## src/rtl/overture_pkg.sv

```systemverilog
// Shared types and constants for the Overture trace observer.
package overture_pkg;

  localparam int unsigned OVT_DATA_W = 8;

  // Capture state encoding, kept as plain constants for legacy compatibility.
  typedef logic [1:0] trace_state_t;
  localparam trace_state_t ARMED = 2'd0;
  localparam trace_state_t TRACE = 2'd1;
  localparam trace_state_t DRAIN = 2'd2;
  localparam trace_state_t DONE  = 2'd3;

  // One trace record as seen by the consumer.
  typedef struct packed {
    logic [OVT_DATA_W-1:0] pc;
    logic [OVT_DATA_W-1:0] acc;
  } trace_rec_t;

endpackage

```

## src/rtl/overture_sync_fifo.sv

```systemverilog
// Generic DEPTH x WIDTH synchronous FIFO with occupancy count.
// A push into a full FIFO is accepted only when a pop happens in the same
// cycle; otherwise it is dropped and flagged on 'dropped' for that cycle.
module overture_sync_fifo #(
  parameter int unsigned DEPTH = 8,
  parameter int unsigned WIDTH = 16
) (
  input  logic                       clk,
  input  logic                       reset,
  input  logic                       push,
  input  logic [WIDTH-1:0]           push_data,
  input  logic                       pop,
  output logic [WIDTH-1:0]           head_data,
  output logic                       full,
  output logic                       empty,
  output logic [$clog2(DEPTH+1)-1:0] count,
  output logic                       dropped
);

  localparam int unsigned PTR_W = $clog2(DEPTH);
  localparam int unsigned CNT_W = $clog2(DEPTH+1);
  localparam logic [CNT_W-1:0] FULL_CNT = CNT_W'(DEPTH);

  logic [WIDTH-1:0] mem [DEPTH];
  logic [PTR_W-1:0] rd_ptr;
  logic [PTR_W-1:0] wr_ptr;
  logic [CNT_W-1:0] cnt_q;
  logic             pop_ok;
  logic             push_ok;

  assign full    = (cnt_q == FULL_CNT);
  assign empty   = (cnt_q == '0);
  assign count   = cnt_q;
  assign pop_ok  = pop && !empty;
  // When full, wr_ptr == rd_ptr, so a simultaneous push overwrites the slot
  // being popped this same edge; the new record therefore lands at the tail.
  assign push_ok = push && (!full || pop_ok);
  assign dropped = push && full && !pop_ok;
  assign head_data = empty ? '0 : mem[rd_ptr];

  // Storage array; contents are don't-care whenever the count excludes them.
  always_ff @(posedge clk) begin
    if (push_ok) begin
      mem[wr_ptr] <= push_data;
    end
  end

  // Pointers wrap modulo DEPTH; count moves by at most one per cycle.
  always_ff @(posedge clk) begin
    if (reset) begin
      rd_ptr <= '0;
      wr_ptr <= '0;
      cnt_q  <= '0;
    end else begin
      if (push_ok) begin
        wr_ptr <= wr_ptr + 1'b1;
      end
      if (pop_ok) begin
        rd_ptr <= rd_ptr + 1'b1;
      end
      case ({push_ok, pop_ok})
        2'b10:   cnt_q <= cnt_q + 1'b1;
        2'b01:   cnt_q <= cnt_q - 1'b1;
        default: cnt_q <= cnt_q;
      endcase
    end
  end

endmodule

```

## src/rtl/overture_trace_fifo.sv

```systemverilog
// Observer for the Overture CPU: records {pc, acc} whenever the PC changes
// and streams the records out over a valid/ready interface.
module overture_trace_fifo
  import overture_pkg::*;
#(
  parameter int unsigned DEPTH  = 8,
  parameter int unsigned DATA_W = OVT_DATA_W
) (
  input  logic                       clk,
  input  logic                       reset,
  input  logic [DATA_W-1:0]          cpu_pc,
  input  logic [DATA_W-1:0]          cpu_acc,
  input  logic                       cpu_halted,
  output logic                       out_valid,
  input  logic                       out_ready,
  output logic [DATA_W-1:0]          out_pc,
  output logic [DATA_W-1:0]          out_acc,
  output logic [$clog2(DEPTH+1)-1:0] count,
  output logic                       overflow,
  output logic                       done
);

  localparam int unsigned CNT_W = $clog2(DEPTH+1);
  localparam logic [CNT_W-1:0] ONE_CNT = CNT_W'(1);

  trace_state_t              state;
  logic [DATA_W-1:0]         last_pc;
  logic                      push;
  logic                      pop_ok;
  logic                      fifo_full;
  logic                      fifo_empty;
  logic                      fifo_dropped;
  logic                      drain_empty;
  logic [2*DATA_W-1:0]       head;
  logic [CNT_W-1:0]          fifo_count;

  overture_sync_fifo #(
    .DEPTH (DEPTH),
    .WIDTH (2*DATA_W)
  ) u_fifo (
    .clk       (clk),
    .reset     (reset),
    .push      (push),
    .push_data ({cpu_pc, cpu_acc}),
    .pop       (out_ready),
    .head_data (head),
    .full      (fifo_full),
    .empty     (fifo_empty),
    .count     (fifo_count),
    .dropped   (fifo_dropped)
  );

  assign out_valid = !fifo_empty;
  assign out_pc    = head[2*DATA_W-1:DATA_W];
  assign out_acc   = head[DATA_W-1:0];
  assign count     = fifo_count;
  assign pop_ok    = out_valid && out_ready;
  // Occupancy after this cycle's pop, valid in DRAIN where no push occurs.
  assign drain_empty = (fifo_count == '0) || ((fifo_count == ONE_CNT) && pop_ok);

  // Capture decision: always on the first post-reset cycle, else on PC change.
  always_comb begin
    push = 1'b0;
    case (state)
      ARMED:   push = 1'b1;
      TRACE:   push = (cpu_pc != last_pc);
      default: push = 1'b0;
    endcase
  end

  // Capture state machine, sticky overflow and registered completion flag.
  always_ff @(posedge clk) begin
    if (reset) begin
      state    <= ARMED;
      last_pc  <= '0;
      overflow <= 1'b0;
      done     <= 1'b0;
    end else begin
      if (fifo_dropped) begin
        overflow <= 1'b1;
      end
      done <= (state == DONE);
      case (state)
        ARMED: begin
          last_pc <= cpu_pc;
          state   <= TRACE;
        end
        TRACE: begin
          last_pc <= cpu_pc;
          if (cpu_halted) begin
            state <= DRAIN;
          end
        end
        DRAIN: begin
          if (drain_empty) begin
            state <= DONE;
          end
        end
        default: state <= DONE;
      endcase
    end
  end

  logic unused_full;
  assign unused_full = fifo_full;

endmodule

```

## config.mk

```make
export PLATFORM = sky130hd
export DESIGN_NAME = overture_trace_fifo
export DESIGN_NICKNAME = d
export VERILOG_FILES = /design/src/rtl/overture_pkg.sv /design/src/rtl/overture_sync_fifo.sv /design/src/rtl/overture_trace_fifo.sv
export SDC_FILE = /design/constraint.sdc
export NUM_CORES = 1
export LEC_CHECK = 0
export BUFFER_PORTS_ARGS = -buffer_cell sky130_fd_sc_hd__buf_4
export CORE_UTILIZATION = 50
export DETAILED_ROUTE_END_ITERATION = 12
export PLACE_DENSITY_LB_ADDON = 0.05
export SLEW_MARGIN = 0
export SYNTH_ARGS = -nofsm -noshare
export SYNTH_HDL_FRONTEND = slang
export SYNTH_SLANG_ARGS = --single-unit
```

## constraint.sdc

```tcl
create_clock -name clk -period 10 [get_ports clk]
set_input_delay 1.5 -clock clk [delete_from_list [all_inputs] [get_ports clk]]
set_output_delay 1.5 -clock clk [all_outputs]
set_load 0.005 [all_outputs]
```

; Word level (Yosys, flattened, before mapping)
; Memory sizes are Yosys's and may differ from the RTL's. A register that Yosys moved wholly into a read port is not among the register bits.
; Cells that the tools add are included.
; Widths: inputs -> output; s select.
[totals]
regBits = 22
mem_bits_rw = 128
inputBits = 20
output_inout_bits = 23
n_memories = 1
[mem_list]
columns = memory, depth, word_bits, rd, rd_clocked_by_memory_dff, wr, line
row1 = u_fifo.mem, 8, 16, 1, 1, 1, overture_sync_fifo.sv:24  ; logic [WIDTH-1:0] mem [DEPTH];
[op_classes]
addsub = 4
n_eq_ne = 10
muxes = 10
n_reduce_logical = 15
[ops]
columns = operator, n
row1 = $mux 16, 1
row2 = $ne 8x8->1, 1
row3 = $pmux 4 s2, 1
row4 = $add 3x1->3 const B, 2
row5 = $eq 2x2->1 const B, 3
row6 = $mux 3, 2
row7 = $pmux 2 s3, 1
row8 = $logic_and 1x1->1, 5
row9 = $add 4x1->4 const B, 1
row10 = $eq 2x1->1 const B, 2
row11 = $eq 4x1->1 const B, 1
row12 = $eq 4x4->1 const B, 1
row13 = $logic_not 4->1, 1
row14 = $mux 2, 2
row15 = $ne 2x2->1 const B, 2
row16 = $sub 4x1->4 const B, 1
row17 = $logic_not 1->1, 3
row18 = $logic_not 2->1, 1
row19 = $logic_or 1x1->1, 2
row20 = $mux 1, 2
row21 = $pmux 1 s2, 1
row22 = $reduce_and 2->1, 1
row23 = $reduce_bool 2->1, 1
row24 = $reduce_or 2->1, 1

; Logic depth before layout (Yosys ltp)
; Gate-level depths: netlist of the first run.
[depth]
ltp_word = 7
mapped_depth = 9
mapped_depth_nobuf = 8

; Hierarchy
; From an unflattened synthesis of the first run, not the netlist that was laid out.
[hier_totals]
hier_cells = 339
hier_area_um2 = 6120.9
[by_module_without_submodules]
columns = mod, n_inst, cells_per_inst, area_per_inst_um2, seq_area_each_um2
row1 = overture_sync_fifo, 1, 286, 5594.1, 4103.9
row2 = overture_trace_fifo, 1, 53, 526.8, 240.2

; Least setup slack after synthesis of the first run
; OpenSTA, ideal clock, no wires.
[synth_timing]
kind = input to register
startpoint = input port cpu_pc[7]
endpoint = memory u_fifo.mem[4][0], enable pin
arrival_ns = 4.023
t_required_ns = 9.564
path_slack_ns = 5.540
cell_stages = 5
path_buffers = 0
cell_sequence = xnor2_1 -> and4_4 -> a31oi_4 -> nand2_1 -> nor4b_1
[synth_via]
elab_chain_len = 5
[synth_lines]
columns = item, line
row1 = start: declaration, overture_trace_fifo.sv:11  ; input logic [DATA_W-1:0] cpu_pc,
row2 = $ne 8x8->1, overture_trace_fifo.sv:66  ; TRACE: push = (cpu_pc != last_pc);
row3 = $pmux 1 s2, overture_trace_fifo.sv:64  ; case (state)
row4 = $logic_and 1x1->1, overture_sync_fifo.sv:37  ; assign push_ok = push && (!full || pop_ok);
row5 = $mux 1, overture_sync_fifo.sv:43  ; if (push_ok) begin
row6 = $mux 1 (not written as such), overture_sync_fifo.sv:44  ; mem[wr_ptr] <= push_data;
row7 = end: declaration, overture_sync_fifo.sv:24
; No other way between the ends.

; Worst setup path in the final report of the first run
[layout_timing]
startpoint = register u_fifo.cnt_q[0], in the netlist u_fifo.count[0]
endpoint = output port out_pc[2]
[layout_via]
elab_chain_len = 2
[layout_lines]
columns = item, line
row1 = start: declaration, overture_sync_fifo.sv:27  ; logic [CNT_W-1:0] cnt_q;
row2 = start signal: assignment, overture_sync_fifo.sv:62  ; 2'b10: cnt_q <= cnt_q + 1'b1;
row3 = start signal: assignment, overture_sync_fifo.sv:63  ; 2'b01: cnt_q <= cnt_q - 1'b1;
row4 = start signal: assignment, overture_sync_fifo.sv:64  ; default: cnt_q <= cnt_q;
row5 = $logic_not 4->1, overture_sync_fifo.sv:32  ; assign empty = (cnt_q == '0);
row6 = $mux 16, overture_sync_fifo.sv:39  ; assign head_data = empty ? '0 : mem[rd_ptr];
row7 = end: declaration, overture_trace_fifo.sv:16  ; output logic [DATA_W-1:0] out_pc,
; No other way between the ends.

==> run_results.csv, run 1 <==
group,metric,value,unit
layout,final_common_cell,"edfxtp_1",
cts,cts_tree,"yes",
grt,grt_first_pass_wirelength,18300,um
route,drt_iter0_drc,202,
synth,avgSynthCellArea,17.3,um^2
setup_path,cp_common_cell,"buf_4",
die,core,12000,um^2
cts,cts_setup_buffers,0,
route,drt_pre_antenna_iters,4,
power_and_ir_drop,p_leak,2.42,nW
die,io_pins,43,
power_and_ir_drop,p_total,1.74,mW
cts,cts_max_level,4,
timing,hold_ws,489,ps
power_and_ir_drop,power.density,239,nW/um^2
grt,grt_max_degree,33,
layout,diodes,0,
setup_path,critPathMaxStageDelay,780,ps
timing,fin_crit,4070,ps
die,die_y,113,um
timing,fmax,0.246,GHz
layout,layout_common_cells,"128 x edfxtp_1, 55 x buf_4, 36 x nor2_1, 32 x mux4_2, 25 x mux2i_1",
placed_design,gp_congestion,0.757,
placed_design,dp_hpwl,7160,um
power_and_ir_drop,vdd_drop_max,150,uV
timing,relSlewSlack,27.2,%
cts,cts_sinks,153,
setup_path,critPathSlowestCell,"nor3b_2",
route,routedWlPerCell,20.7,um
setup_path,start_kind,"register",
layout,fin_util,60.5,%
timing,finClkSkew,7.80,ps
cts,clk_pin_slew,60,ps
grt,antenna_found_initial,0,
timing,setup_tns,0,ps
setup_path,cp_cell_sequence,"inv_1 > ha_1 > nor3b_2 > buf_4 > nor2_1 > buf_4",
route,ant_nets,0,
die,fp-row-count,40,
placed_design,place_ws,5880,ps
setup_path,critPathMaxFanout,11,
timing,finalHoldViolCount,0,
cts,cts_hold_buf,0,
synth,synth-warning-count,0,
timing,worstMarginPinSlew,1090,ps
setup_path,arrival,2570,ps
grt,overflow,0,
timing,fin_crit_sh,40.7,%
setup_path,critPathKind,"register to primary output",
synth,synth-edff-count,128,
hold_path,hp-class,"register to register",
synth,syn_nets,382,
cts,cts_inserted_buffers,17,
timing,setup_viol,0,
synth,synth_async_sr_flop_share,0,%
timing,final_max_slew_viol_count,0,
timing,rsz0062_at_grt,"no",
timing,fin_ws,5930,ps
layout,syn2layout_area_growth,17.7,%
route,drcViolationCount,0,
layout,nNetsFinal,438,
synth,yosysSeqAreaShare,70.3,%
die,design.die.area,12800,um^2
setup_path,end_kind,"primary output",
die,die_x,113,um
cts,clock-root-buffer,"clkbuf_16",
synth,synthFlopType,"edfxtp_1",
route,dr_total_vias,3214,
setup_path,worstPathRequired,8500,ps
layout,fill_cells,916,
grt,grt_pass1_vias,3237,
setup_path,r2r_setup_slack,7100,ps
flow_run,maxCapViolCount,0,
placed_design,io_buffers,42,
cts,clk_latency,420,ps
cts,cts.path.max_buffers,2,
route,wirelength,11900,um
layout,drive_gt1_share,31.7,%
synth,synth_area,6180,um^2
run_status,status,"finished clean",
cts,ctsResizeCount,0,
synth,synthCells,357,
synth,synth-seq-cells,153,
grt,track_usage,20.1,%
route,via_per_inst,5.61,
die,start_util,51.4,%
synth,synth_cell_types,44,
registers in the layout, indices dropped and copies added, names as in the netlist, named ones only:
signal / cells
u_fifo.wr_ptr: 3
u_fifo.rd_ptr: 3
u_fifo.mem: 128
done: 1
state: 2
overflow: 1
u_fifo.count: 4
last_pc: 8
power by group:
group,switching (mW),internal [mW],total [mW]
combinational,0.199,0.197,0.396
clock,0.242,0.329,0.570
sequential,0.0252,0.746,0.771
area by class of cell:
class                           count  area [um^2]  share of cell area (%)
Clock buffer                       21          460                    6.33
Clock inverter                     11         73.8                    1.02
Inverter                            6         22.5                   0.310
Multi-Input combinational cell    180         1770                    24.4
Sequential cell                   153         4350                    59.8
Tap cell                          147          184                    2.53
Timing Repair Buffer               55          413                    5.68
stage by stage:
stage,std cells,cell area (um^2)
6_report,573,7270
5_1_grt,573,7270
4_1_cts,573,7270
3_5_place_dp,541,6740
3_3_place_gp,541,6740
2_1_floorplan,357,6180
worst max-delay path: cells and delay by family, from the launching register on:
family	cells	cell delay [ps]
flip-flops	1	360
adder cells (fa/ha/maj)	1	300
AND/OR/NAND/NOR	2	880
buffers and inverters	3	610
final timing paths:
check,startpoint,endpoint,depth (start not counted)
hold reg to reg,overflow$_SDFFE_PP0P_,overflow$_SDFFE_PP0P_,2
setup / recovery,u_fifo.count[0]$_SDFFE_PP0P_,out_pc[2],6
hold / removal,overflow$_SDFFE_PP0P_,overflow$_SDFFE_PP0P_,2
setup reg to reg,u_fifo.count[0]$_SDFFE_PP0P_,u_fifo.mem[2][12]$_DFFE_PP_,7
cells by family (layout without fill, tap and decap cells):
logic type	Yosys count	count (layout)	share of synthesized area, %
compound gates	22	22	2.71
buf+inv	24	93	1.66
fa+ha+maj	5	5	1.01
xor+xnor	10	10	1.42
mux	60	60	16.3
flops	153	153	70.3
simple gates	83	83	6.64
metal layers:
metal	track usage, %	wire [um]
met1	27.4	5540
met2	31.6	5690
met3	5.84	527
met4	5.79	107
met5	0	0
cell usage after synthesis, types with 2 or more instances:
cell type | n | area [um^2]
inv_1 | 6 | 22.5
ha_1 | 5 | 62.6
nor3_1 | 4 | 20.0
edfxtp_1 | 128 | 3840
nor4_1 | 4 | 25.0
nand2_1 | 13 | 48.8
mux2i_1 | 25 | 250
nand4_1 | 2 | 12.5
xnor2_1 | 9 | 78.8
nor2b_1 | 2 | 12.5
a21oi_1 | 8 | 40.0
buf_1 | 3 | 11.3
clkbuf_1 | 7 | 26.3
nor2_1 | 36 | 135
nand2b_1 | 2 | 12.5
mux2_2 | 3 | 33.8
dfxtp_1 | 25 | 500
nor4b_1 | 2 | 17.5
buf_2 | 7 | 35.0
mux4_2 | 32 | 721
nor3b_1 | 2 | 15.0
o21ai_0 | 3 | 15.0
or3_1 | 2 | 12.5
nand3_1 | 7 | 35.0
No activity file was read; power rests on OpenSTA's default activity.
==> run 2, diff against run 1 <==
clock period = 3.7 ns   (was 10 ns; I/O delays follow)
==> run_results.csv, run 2 (same netlist as run 1, synthesis figures left out) <==
group,metric,value,unit
grt,grt_first_pass_wirelength,19000,um
timing,worstMarginPinSlew,853,ps
placed_design,gp_congestion,0.691,
timing,fin_crit_sh,77.8,%
grt,antenna_found_initial,0,
route,drcViolationCount,0,
layout,drive_gt1_share,31.9,%
timing,fin_ws,822,ps
die,start_util,51.4,%
cts,cts.path.max_buffers,2,
power_and_ir_drop,power.density,654,nW/um^2
timing,fin_crit,2880,ps
power_and_ir_drop,vdd_drop_max,319,uV
setup_path,end_kind,"primary output",
placed_design,io_buffers,42,
layout,fin_util,61.1,%
layout,final_common_cell,"edfxtp_1",
cts,cts_sinks,153,
die,die_y,113,um
route,drt_pre_antenna_iters,4,
grt,overflow,0,
timing,finClkSkew,7.90,ps
cts,cts_hold_buf,0,
grt,use_met3,4.71,%
cts,cts_max_level,4,
route,wirelength,12100,um
layout,top_register,"u_fifo.mem",
cts,clk_latency,410,ps
route,via_per_inst,5.75,
setup_path,critPathKind,"register to primary output",
cts,cts_setup_buffers,0,
cts,clk_pin_slew,60,ps
grt,grt_max_degree,33,
cts,cts_tree,"yes",
die,die_x,113,um
timing,fmax,0.347,GHz
timing,finalHoldViolCount,0,
die,core,12000,um^2
flow_run,maxCapViolCount,0,
run_status,status,"finished clean",
timing,final_max_slew_viol_count,0,
die,fp-row-count,40,
layout,layout_common_cells,"128 x edfxtp_1, 57 x buf_4, 36 x nor2_1, 32 x mux4_2, 25 x mux2i_1",
cts,cts_inserted_buffers,17,
grt,track_usage,20.9,%
hold_path,hp-class,"primary input to register",
timing,hold_ws,382,ps
timing,rsz0062_at_grt,"no",
grt,grt_pass1_vias,3327,
die,design.die.area,12800,um^2
route,ant_nets,0,
setup_path,arrival,2320,ps
grt,grtUsageMet2,32.7,%
timing,relSlewSlack,43.0,%
setup_path,start_kind,"register",
layout,diodes,0,
layout,syn2layout_area_growth,18.7,%
cts,ctsResizeCount,0,
layout,nNetsFinal,441,
placed_design,dp_hpwl,7510,um
setup_path,critPathMaxFanout,17,
layout,largest_reg_flops,128,
route,drt_iter0_drc,142,
route,dr_total_vias,3314,
grt,top_usage_layer,"met2",
timing,setup_viol,0,
timing,setup_tns,0,ps
route,routedWlPerCell,21.0,um
grt,use_met1,28.3,%
layout,fill_cells,915,
cts,clock-root-buffer,"clkbuf_16",
die,io_pins,43,
power_and_ir_drop,p_leak,2.46,nW
placed_design,place_ws,766,ps
setup_path,worstPathRequired,3140,ps
run 2: changes by cell type in the layout (fill, tap and decap cells not counted), sizes merged:
cell	previous run	this run
inv	7	6
buf	55	58
clkinvlp	5	3
clkbuf	21	24
clkinv	5	4
bufinv	0	1
run 2: per-stage QoR:
step / area (um^2) / cells / power [mW]
final: 7330 / 576 / 4.80
after CTS: 7330 / 576 / 4.86
after global placement: 6770 / 544 / 3.22
after global routing: 7330 / 576 / 5.03
after detailed placement: 6770 / 544 / 3.24
after floorplan: 6180 / 357 / 2.79
run 2: layout make-up:
class / count / area [um^2] / area share, %
Inverter: 6 / 22.5 / 0.307
Clock buffer: 24 / 492 / 6.70
Clock inverter: 8 / 71.3 / 0.972
Multi-Input combinational cell: 180 / 1770 / 24.2
Sequential cell: 153 / 4350 / 59.2
Tap cell: 147 / 184 / 2.51
Timing Repair Buffer: 58 / 448 / 6.11
run 2: worst paths after layout:
kind	startpoint	endpoint	slack [ps]	cells past startpoint
max reg2reg	u_fifo.count[0]$_SDFFE_PP0P_	u_fifo.mem[3][11]$_DFFE_PP_	1010	7
max	register	out_acc[4]	820	5
min	cpu_acc[7]	u_fifo.mem[1][7]$_DFFE_PP_	380	1
min reg2reg	state[0]$_SDFFE_PP0P_	done$_SDFF_PP0_	500	2
run 2: critical path: stages (launching register included):
cell     delay, ps
dfxtp_2        750
buf_12         280
mux4_2         520
mux2i_1        160
nor2_1          60
buf_4          140
run 2: routing by layer:
metal | vias up | wire length (um)
met3 | 19 | 447
met4 | 0 | 237
met5 | - | 0
met2 | 88 | 5830
li1 | 1525 | -
met1 | 1682 | 5600
run 2: power by group:
| group | switching [mW] | total [mW] | internal, mW |
|---|---|---|---|
| clock | 0.617 | 1.61 | 0.990 |
| sequential | 0.111 | 2.13 | 2.02 |
| combinational | 0.511 | 1.06 | 0.551 |
==> run 3, diff against run 2 <==
clock period = 2.8 ns   (was 3.7 ns; I/O delays follow)
==> run_results.csv, run 3 (same netlist as run 1, synthesis figures left out) <==
group,metric,value,unit
grt,track_usage,20.9,%
route,drt_pre_antenna_iters,4,
cts,cts_hold_buf,0,
route,via_per_inst,5.76,
route,drcViolationCount,0,
setup_path,critPathMaxFanout,8,
layout,final_common_cell,"edfxtp_1",
hold_path,hold_path_end,"u_fifo.mem[3][5]$_DFFE_PP_",
cts,cts_max_level,4,
timing,final_max_slew_viol_count,0,
setup_path,cp-startpoint,"u_fifo.count[1]$_SDFFE_PP0P_",
timing,finClkSkew,14.0,ps
setup_path,r2r-end,"u_fifo.mem[4][9]$_DFFE_PP_",
cts,clk_pin_slew,60,ps
timing,setup_viol,0,
layout,top_register,"u_fifo.mem",
die,design.die.area,12800,um^2
hold_path,min-delay-start,"cpu_acc[5]",
timing,fin_ws,256,ps
timing,worstMarginPinSlew,528,ps
layout,instances_no_fill,580,
route,routedWlPerCell,20.8,um
setup_path,r2r_setup_slack,430,ps
cts,cts.path.max_buffers,2,
hold_path,hp-class,"primary input to register",
cts,clock-root-buffer,"clkbuf_16",
layout,largest_reg_flops,128,
placed_design,place_inst,545,
timing,fin_crit_sh,90.8,%
layout,final_cell_area,7460,um^2
power_and_ir_drop,power.density,884,nW/um^2
placed_design,io_buffers,42,
setup_path,arrival,2120,ps
layout,nNetsFinal,445,
layout,fin_util,62.1,%
cts,cts_sinks,153,
power_and_ir_drop,p_total,6.60,mW
setup_path,worstPathRequired,2380,ps
layout,layout_common_cells,"128 x edfxtp_1, 58 x buf_4, 36 x nor2_1, 32 x mux4_2, 25 x mux2i_1",
layout,diodes,0,
grt,grt_pass1_vias,3405,
die,die_y,113,um
route,wirelength,12100,um
timing,rsz0062_at_grt,"no",
placed_design,dp_hpwl,7170,um
run_status,status,"finished clean",
setup_path,critPathMaxStageDelay,420,ps
cts,clk_latency,430,ps
placed_design,gp_congestion,0.782,
power_and_ir_drop,vdd_drop_max,389,uV
die,core,12000,um^2
layout,drive_gt1_share,32.6,%
power_and_ir_drop,p_leak,2.51,nW
route,ant_nets,0,
grt,overflow,0,
hold_path,min_path_cells,1,
setup_path,critPathSlowestCell,"dfxtp_1",
setup_path,critPathTopFamily,"buffers and inverters",
timing,fmax,0.393,GHz
setup_path,critPathKind,"register to primary output",
cts,cts_inserted_buffers,17,
grt,grt_first_pass_wirelength,19000,um
flow_run,maxCapViolCount,0,
timing,finalHoldViolCount,0,
setup_path,cp_common_cell,"buf_4",
cts,cts_tree,"yes",
die,fp-row-count,40,
placed_design,place_ws,363,ps
route,dr_total_vias,3343,
setup_path,cp_cell_sequence,"inv_1 > ha_1 > nor3b_4 > buf_12 > buf_4 > nor2_1 > buf_4",
die,die_x,113,um
layout,syn2layout_area_growth,20.7,%
grt,antenna_found_initial,0,
setup_path,reg2reg_depth,7,
setup_path,end_kind,"primary output",
timing,fin_crit,2540,ps
route,drt_iter0_drc,188,
die,start_util,51.4,%
setup_path,start_kind,"register",
placed_design,dpl_cell_area,6840,um^2
setup_path,path_buf_inv,4,
setup_path,reg2reg_from,"u_fifo.count[1]$_SDFFE_PP0P_",
timing,relSlewSlack,64.8,%
grt,grt_max_degree,33,
die,io_pins,43,
[run 3: final cells by class]
type,count,area (um^2)
repair buffers,62,515
inverters,6,22.5
well taps,147,184
clock inverters,7,93.8
multi-input cells,180,1800
fillers,899,4550
flip-flops and latches,153,4350
clock buffers,25,495
[run 3: worst max-delay path by stage]
stage                                            end  slack (ps)  cells after the start
after floorplan           u_fifo.mem[6][0]$_DFFE_PP_        -110                      6
after global placement    u_fifo.mem[4][3]$_DFFE_PP_         410                      7
after detailed placement  u_fifo.mem[4][7]$_DFFE_PP_         360                      7
after CTS                                  out_pc[5]          80                      6
after global routing                      out_acc[0]         130                      5
final                                      out_pc[2]         260                      7
[run 3: power breakdown]
part / internal, mW / switching, mW
clock: 1.40 / 0.842
sequential: 2.66 / 0.109
combinational: 0.828 / 0.750
total: 4.89 / 1.70
[run 3: timing repair]
action                                  4_1_cts  5_1_grt
gates resized for setup                       0        0
buffers inserted                              0        3
hold endpoints to repair                      0        0
endpoints found under the setup margin        0        2
[run 3: per-layer routing]
layer	track usage (%)	up-vias	wire length, um	share of wire, %
met1	27.4	1718	5460	45
met4	7.89	0	167	1.4
met5	0	-	0	0
met3	5.78	18	561	4.6
li1	-	1533	-	-
met2	33.6	74	5890	49
[run 3: per-stage QoR]
| stage | hold slack, ps | setup TNS (ps) |
|---|---|---|
| after detailed placement | 482 | 0 |
| after global placement | 483 | 0 |
| after floorplan | 451 | -3820 |
| after global routing | 222 | 0 |
| final | 225 | 0 |
| after CTS | 214 | 0 |
